[config.mk]
export PLATFORM = sky130hd
export DESIGN_NAME = rr_channel_arbiter
export DESIGN_NICKNAME = d
export VERILOG_FILES = /design/src/rtl/onoc_arb_pkg.sv /design/src/rtl/rr_channel_arbiter_pick.sv /design/src/rtl/rr_channel_arbiter.sv
export SDC_FILE = /design/constraint.sdc
export NUM_CORES = 1
export LEC_CHECK = 0
export BUFFER_PORTS_ARGS = -buffer_cell sky130_fd_sc_hd__buf_2
export CELL_PAD_IN_SITES_DETAIL_PLACEMENT = 1
export CELL_PAD_IN_SITES_GLOBAL_PLACEMENT = 1
export CORE_MARGIN = 1.5
export CORE_UTILIZATION = 37
export CTS_BUF_LIST = sky130_fd_sc_hd__clkbuf_16
export DETAILED_ROUTE_END_ITERATION = 7
export HOLD_SLACK_MARGIN = 0.06
export PLACE_DENSITY_LB_ADDON = 0.1
export SYNTH_ARGS = -nofsm -noshare
export SYNTH_HDL_FRONTEND = slang
export SYNTH_HIERARCHICAL = 1
export SYNTH_SLANG_ARGS = --single-unit
[constraint.sdc]
create_clock -name clk -period 1.9 [get_ports clk]
set_input_delay 0.38 -clock clk [delete_from_list [all_inputs] [get_ports clk]]
set_output_delay 0.38 -clock clk [all_outputs]
set_load 0.02 [all_outputs]
[src/rtl/onoc_arb_pkg.sv]
// Shared definitions for the optical-channel arbiters.
//
// Contents:
//   arb_state_t - arbitration FSM state
//                 IDLE:       no grant outstanding, channel free
//                 GRANT_WAIT: grant issued, waiting for the grantee to accept
//                 BUSY:       grantee holds the channel until done or eviction
package onoc_arb_pkg;

    typedef enum logic [1:0] {
        IDLE       = 2'd0,
        GRANT_WAIT = 2'd1,
        BUSY       = 2'd2
    } arb_state_t;

endpackage : onoc_arb_pkg

[src/rtl/rr_channel_arbiter_pick.sv]
// rr_pick: combinational rotate-priority encoder.
//
// Returns the first set request bit found when scanning upward from ptr,
// wrapping from NUM_ROUTERS-1 back to 0.
//
// Ports:
//   request [NUM_ROUTERS-1:0]         in  request vector
//   ptr     [$clog2(NUM_ROUTERS)-1:0] in  scan start position (< NUM_ROUTERS)
//   valid                             out at least one request bit is set
//   index   [$clog2(NUM_ROUTERS)-1:0] out winning router index (0 when !valid)
module rr_pick #(
    parameter int NUM_ROUTERS = 4,
    localparam int PW = $clog2(NUM_ROUTERS)
) (
    input  logic [NUM_ROUTERS-1:0] request,
    input  logic [PW-1:0]          ptr,
    output logic                   valid,
    output logic [PW-1:0]          index
);

    int          pos;
    logic [PW-1:0] idx;

    // NOTE: every variable written here gets a default before any branch;
    // a path that leaves one unassigned would infer a latch.
    always_comb begin
        valid = 1'b0;
        index = '0;
        pos   = 0;
        idx   = '0;
        for (int i = 0; i < NUM_ROUTERS; i++) begin
            // Modulo by subtraction: ptr < N and i < N, so one wrap suffices.
            pos = int'(ptr) + i;
            if (pos >= NUM_ROUTERS) pos = pos - NUM_ROUTERS;
            idx = PW'(pos);
            if (!valid && request[idx]) begin
                valid = 1'b1;
                index = idx;
            end
        end
    end

endmodule : rr_pick

[src/rtl/rr_channel_arbiter.sv]
// rr_channel_arbiter: round-robin owner selection for one shared optical
// channel. A winner is granted, must accept within GRANT_TIMEOUT cycles, then
// holds the channel until it signals done or MAX_HOLD cycles elapse. Every
// ownership ends by moving the round-robin pointer past the last owner.
//
// Ports:
//   clk                 in  rising-edge clock
//   rst                 in  synchronous active-high reset
//   request [N-1:0]     in  per-router level request
//   accept  [N-1:0]     in  per-router grant acknowledgement (owner bit only)
//   done    [N-1:0]     in  per-router transmission complete (owner bit only)
//   grant   [N-1:0]     out registered one-hot grant, or zero
//   owner   [log2N-1:0] out current grantee/holder, 0 when idle
//   channel_busy        out channel held
//   grant_timeout       out one-cycle pulse: grant expired unaccepted
//   hold_overrun        out one-cycle pulse: holder evicted
module rr_channel_arbiter
    import onoc_arb_pkg::*;
#(
    parameter int NUM_ROUTERS   = 4,
    parameter int GRANT_TIMEOUT = 8,
    parameter int MAX_HOLD      = 64,
    localparam int PW = $clog2(NUM_ROUTERS)
) (
    input  logic                   clk,
    input  logic                   rst,
    input  logic [NUM_ROUTERS-1:0] request,
    input  logic [NUM_ROUTERS-1:0] accept,
    input  logic [NUM_ROUTERS-1:0] done,
    output logic [NUM_ROUTERS-1:0] grant,
    output logic [PW-1:0]          owner,
    output logic                   channel_busy,
    output logic                   grant_timeout,
    output logic                   hold_overrun
);

    localparam int WCW = $clog2(GRANT_TIMEOUT);
    localparam int HCW = $clog2(MAX_HOLD);
    localparam logic [PW-1:0]  LAST_IDX  = PW'(NUM_ROUTERS - 1);
    localparam logic [WCW-1:0] WAIT_LAST = WCW'(GRANT_TIMEOUT - 1);
    localparam logic [HCW-1:0] HOLD_LAST = HCW'(MAX_HOLD - 1);

    arb_state_t             state, state_n;
    logic [PW-1:0]          ptr, ptr_n;
    logic [WCW-1:0]         wait_cnt, wait_cnt_n;
    logic [HCW-1:0]         hold_cnt, hold_cnt_n;
    logic [NUM_ROUTERS-1:0] grant_n;
    logic [PW-1:0]          owner_n;
    logic                   busy_n, timeout_n, overrun_n;

    logic                   pick_valid;
    logic [PW-1:0]          pick_index;
    logic [PW-1:0]          ptr_after_owner;

    rr_pick #(.NUM_ROUTERS(NUM_ROUTERS)) u_pick (
        .request (request),
        .ptr     (ptr),
        .valid   (pick_valid),
        .index   (pick_index)
    );

    // Explicit wrap so non-power-of-two router counts stay in range.
    assign ptr_after_owner = (owner == LAST_IDX) ? '0 : owner + 1'b1;

    always_comb begin
        state_n    = state;
        ptr_n      = ptr;
        wait_cnt_n = wait_cnt;
        hold_cnt_n = hold_cnt;
        grant_n    = grant;
        owner_n    = owner;
        busy_n     = channel_busy;
        timeout_n  = 1'b0;
        overrun_n  = 1'b0;

        unique case (state)
            IDLE: begin
                if (pick_valid) begin
                    grant_n             = '0;
                    grant_n[pick_index] = 1'b1;
                    owner_n             = pick_index;
                    wait_cnt_n          = '0;
                    state_n             = GRANT_WAIT;
                end
            end

            GRANT_WAIT: begin
                // Accept wins over both withdrawal and expiry.
                if (accept[owner]) begin
                    grant_n    = '0;
                    busy_n     = 1'b1;
                    hold_cnt_n = '0;
                    state_n    = BUSY;
                end else if (!request[owner] || wait_cnt == WAIT_LAST) begin
                    // A withdrawn request ends quietly even on the expiry cycle.
                    timeout_n = request[owner];
                    grant_n   = '0;
                    owner_n   = '0;
                    ptr_n     = ptr_after_owner;
                    state_n   = IDLE;
                end else begin
                    wait_cnt_n = wait_cnt + 1'b1;
                end
            end

            BUSY: begin
                if (done[owner] || hold_cnt == HOLD_LAST) begin
                    overrun_n = !done[owner];
                    busy_n    = 1'b0;
                    owner_n   = '0;
                    ptr_n     = ptr_after_owner;
                    state_n   = IDLE;
                end else begin
                    hold_cnt_n = hold_cnt + 1'b1;
                end
            end

            default: begin
                grant_n = '0;
                owner_n = '0;
                busy_n  = 1'b0;
                state_n = IDLE;
            end
        endcase
    end

    // NOTE: state registers use non-blocking assignments so every register
    // samples the pre-edge values, independent of statement order.
    always_ff @(posedge clk) begin
        if (rst) begin
            state         <= IDLE;
            ptr           <= '0;
            wait_cnt      <= '0;
            hold_cnt      <= '0;
            grant         <= '0;
            owner         <= '0;
            channel_busy  <= 1'b0;
            grant_timeout <= 1'b0;
            hold_overrun  <= 1'b0;
        end else begin
            state         <= state_n;
            ptr           <= ptr_n;
            wait_cnt      <= wait_cnt_n;
            hold_cnt      <= hold_cnt_n;
            grant         <= grant_n;
            owner         <= owner_n;
            channel_busy  <= busy_n;
            grant_timeout <= timeout_n;
            hold_overrun  <= overrun_n;
        end
    end

endmodule : rr_channel_arbiter

==> out/results.txt <==
sw frac = 28.51%
P&R area growth vs syn = 22.73%
unrepaired setup endpoints after global routing = no
Sw Pwr = 360.4 uW
final hold slack = 0.4742 ns
CTS tree = done
crit path launch type = register
gpl congestion = 0.7998
number of flops mapped to enable cells by yosys = 0
final hold vios = 0
Pint = 903.5 uW
CP Cell Sequence = mux4_2 > buf_4 > a311oi_4 > nand4b_1 > a21oi_1
GRT overflow = 0
vias in the first global route = 1247
crit path DAT = 1.97 ns
Post-DRT Antenna Nets = 0
CTS clk-pin slew, worst paths = 0.06 ns
CTS Root Cell = clkbuf_16
CTS buffer count = 3
Mapped Area = 0.001282 mm^2
DRC viols = 0
skew final = 0.004959 ns
Highest Clock Rate = 0.5596 GHz
Post-Place Setup Slack = 0.01858 ns
WL final = 3384 um
# diodes = 0
chip height = 61.88 um
Slew @ Worst Pin = 0.4864 ns
Post-CTS Setup Inserts = 0
Setup crit end kind = register
Synth Flop Type = dfxtp_1
Vias/cell = 5.529
synth warn = 6
FILL cells = 435
min-delay worst type = reg -> reg
Final WS setup = 0.1131 ns
CP max stage delay = 0.55 ns
FF+latch area = 444.2 um^2
Slew headroom = 67.57%
Max FO, Critical Path = 5
standard-cell rows = 21
period utilization = 94.05%
Multi-input gate area = 770.7 um^2
Max-Cap Viols = 0
cell taking the most area after synthesis = dfxtp_1
PD cells = 803.0 mW/mm^2
via count = 1222
total power = 1.264 mW
crit path kind = reg -> reg
Port Buffer Count = 22
Top Ports = 23
fraction of registers with async set/reset = 0%
VDD IR max = 0.3779 mV
fin util = 47.17%
hold_sp = grant[3]
CTS H-Tree Depth = 1
top post-synthesis cells by area = dfxtp_1 34%, a21oi_1 6.2%, nor2b_1 4.4%
synthesized instance count = 146
core area = 0.003337 mm^2
CTS Hold Bufs = 0
Starting Density = 38.43%
count of state elements after synthesis = 22
CTS sink cnt = 22
Initial DRC Count = 38
P_leak = 0.6489 nW
clock share of power = 35.6%
max-slew violations = 0
initial antenna violation count = 0
Die ar. = 0.003829 mm^2
Seq/Total Area, Yosys = 34.34%
Final Critical Period = 1.787 ns
die width = 61.88 um
pin count of the biggest net entering global routing = 27
DR WL/cell = 15.31 um
Comb power frac = 23.7%
Pre-antenna DRT Iters = 4
Synth top area share = 34.34%
CP top delay family = multiplexers
Max Root-Sink Buffers = 2
first-pass GRT wire length = 5706 um
Worst R2R Start = owner[0]
Slowest-stage cell, CP = mux4_2
Layout Nets = 194
DP HPWL = 2604 um
endpoints failing setup = 0
CTS resizes = 0
synthesized area per cell = 8.784 um^2
clk_lat worst skew = 0.26 ns
layout cells sized above 1 = 27.43%
Total GRT Usage = 20.59%
Worst EP required = 2.08 ns
post-synthesis cell type count = 42
Fin Setup TNS = 0 ns
Flop pwr share = 40.7%
WP buf/inv = 1
Mapped Nets = 164
Worst setup startpoint = owner[0]
status = complete, no violations
## registers in the layout, indices dropped and copies added (netlist names)
register,count
hold_cnt,6
wait_cnt,3
hold_overrun,1
channel_busy,1
owner,2
grant_timeout,1
grant,4
ptr,2
state,2
## cell type report
| cell class | count | area share, % |
|---|---|---|
| clock inverter | 1 | 0.2385 |
| multi-input combinational | 106 | 48.97 |
| sequential | 22 | 28.22 |
| inverter | 12 | 2.862 |
| tap | 46 | 3.657 |
| clock buffer | 3 | 4.769 |
| timing repair buffer | 31 | 11.29 |
## power by group through the flow
| stage | logic (mW) | registers [mW] | clock network (mW) |
|---|---|---|---|
| 3_5_place_dp | 0.300 | 0.525 | 0 |
| 6_report | 0.299 | 0.514 | 0.450 |
| 2_1_floorplan | 0.178 | 0.534 | 0 |
| 4_1_cts | 0.301 | 0.515 | 0.472 |
| 5_1_grt | 0.334 | 0.519 | 0.486 |
| 3_3_place_gp | 0.292 | 0.522 | 0 |
## stage by stage
stage / std cells / cell area, um^2
after global routing: 221 / 1574
after CTS: 221 / 1574
after detailed placement: 217 / 1495
final: 221 / 1574
after global placement: 217 / 1495
after floorplan: 146 / 1290
## cell usage in the layout, fill, tap and decap left out, types with 3 or more instances in the layout
cell type	instances
buf_2	22
dfxtp_1	21
a21oi_1	16
inv_1	12
nor2b_1	9
buf_4	9
nand3_1	8
nor2_1	7
o21ai_0	7
nand2b_1	6
nand2_1	4
a31oi_1	4
ha_1	4
o32ai_1	3
a211oi_1	3
clkbuf_16	3
## synthesized netlist by cell type, drive strengths merged, types with 2 or more instances
cell,instances
a2bb2oi,2
nor2b,9
a211oi,3
a21oi,16
and3,2
ha,4
mux4,2
nand2b,7
nor4,2
dfxtp,22
a31oi,4
clkbuf,5
nor2,8
nand2,4
o21ai,7
o211ai,2
nand3,8
o32ai,3
mux2i,2
inv,12
nand4b,2
mux2,3
a311oi,2
nor3,2
## routing by layer
layer	share of wire [%]	up-vias	global-route usage, %
li1	-	606	-
met1	47	595	25.94
met2	49	17	34.74
met3	2.2	4	3.106
met4	1.8	0	9.119
met5	0	-	0
## final timing paths
kind / depth (start not counted) / to / slack, ns
worst max-delay path: 5 / hold_cnt[1] / 0.11
worst min-delay path: 2 / grant[3] / 0.47
worst max register to register: 5 / hold_cnt[1] / 0.11
worst min register to register: 2 / grant[3] / 0.47
## worst register-to-register path: cells and delay by family (launching register included)
kind | cells | cell delay (ns)
AO/OA/AOI/OAI | 2 | 0.46
AND/OR/NAND/NOR | 1 | 0.15
flip-flops | 1 | 0.37
buffers and inverters | 1 | 0.18
multiplexers | 1 | 0.55
## logic make-up after synthesis
kind of cell / share of synthesized area [%]
buffers and inverters: 5.854
AOI/OAI and AO/OA: 26.05
and+or+nand+nor: 22.15
muxes: 7.707
adders and majority gates: 3.903
DFF: 34.34
(Power assumes the default switching activity.)
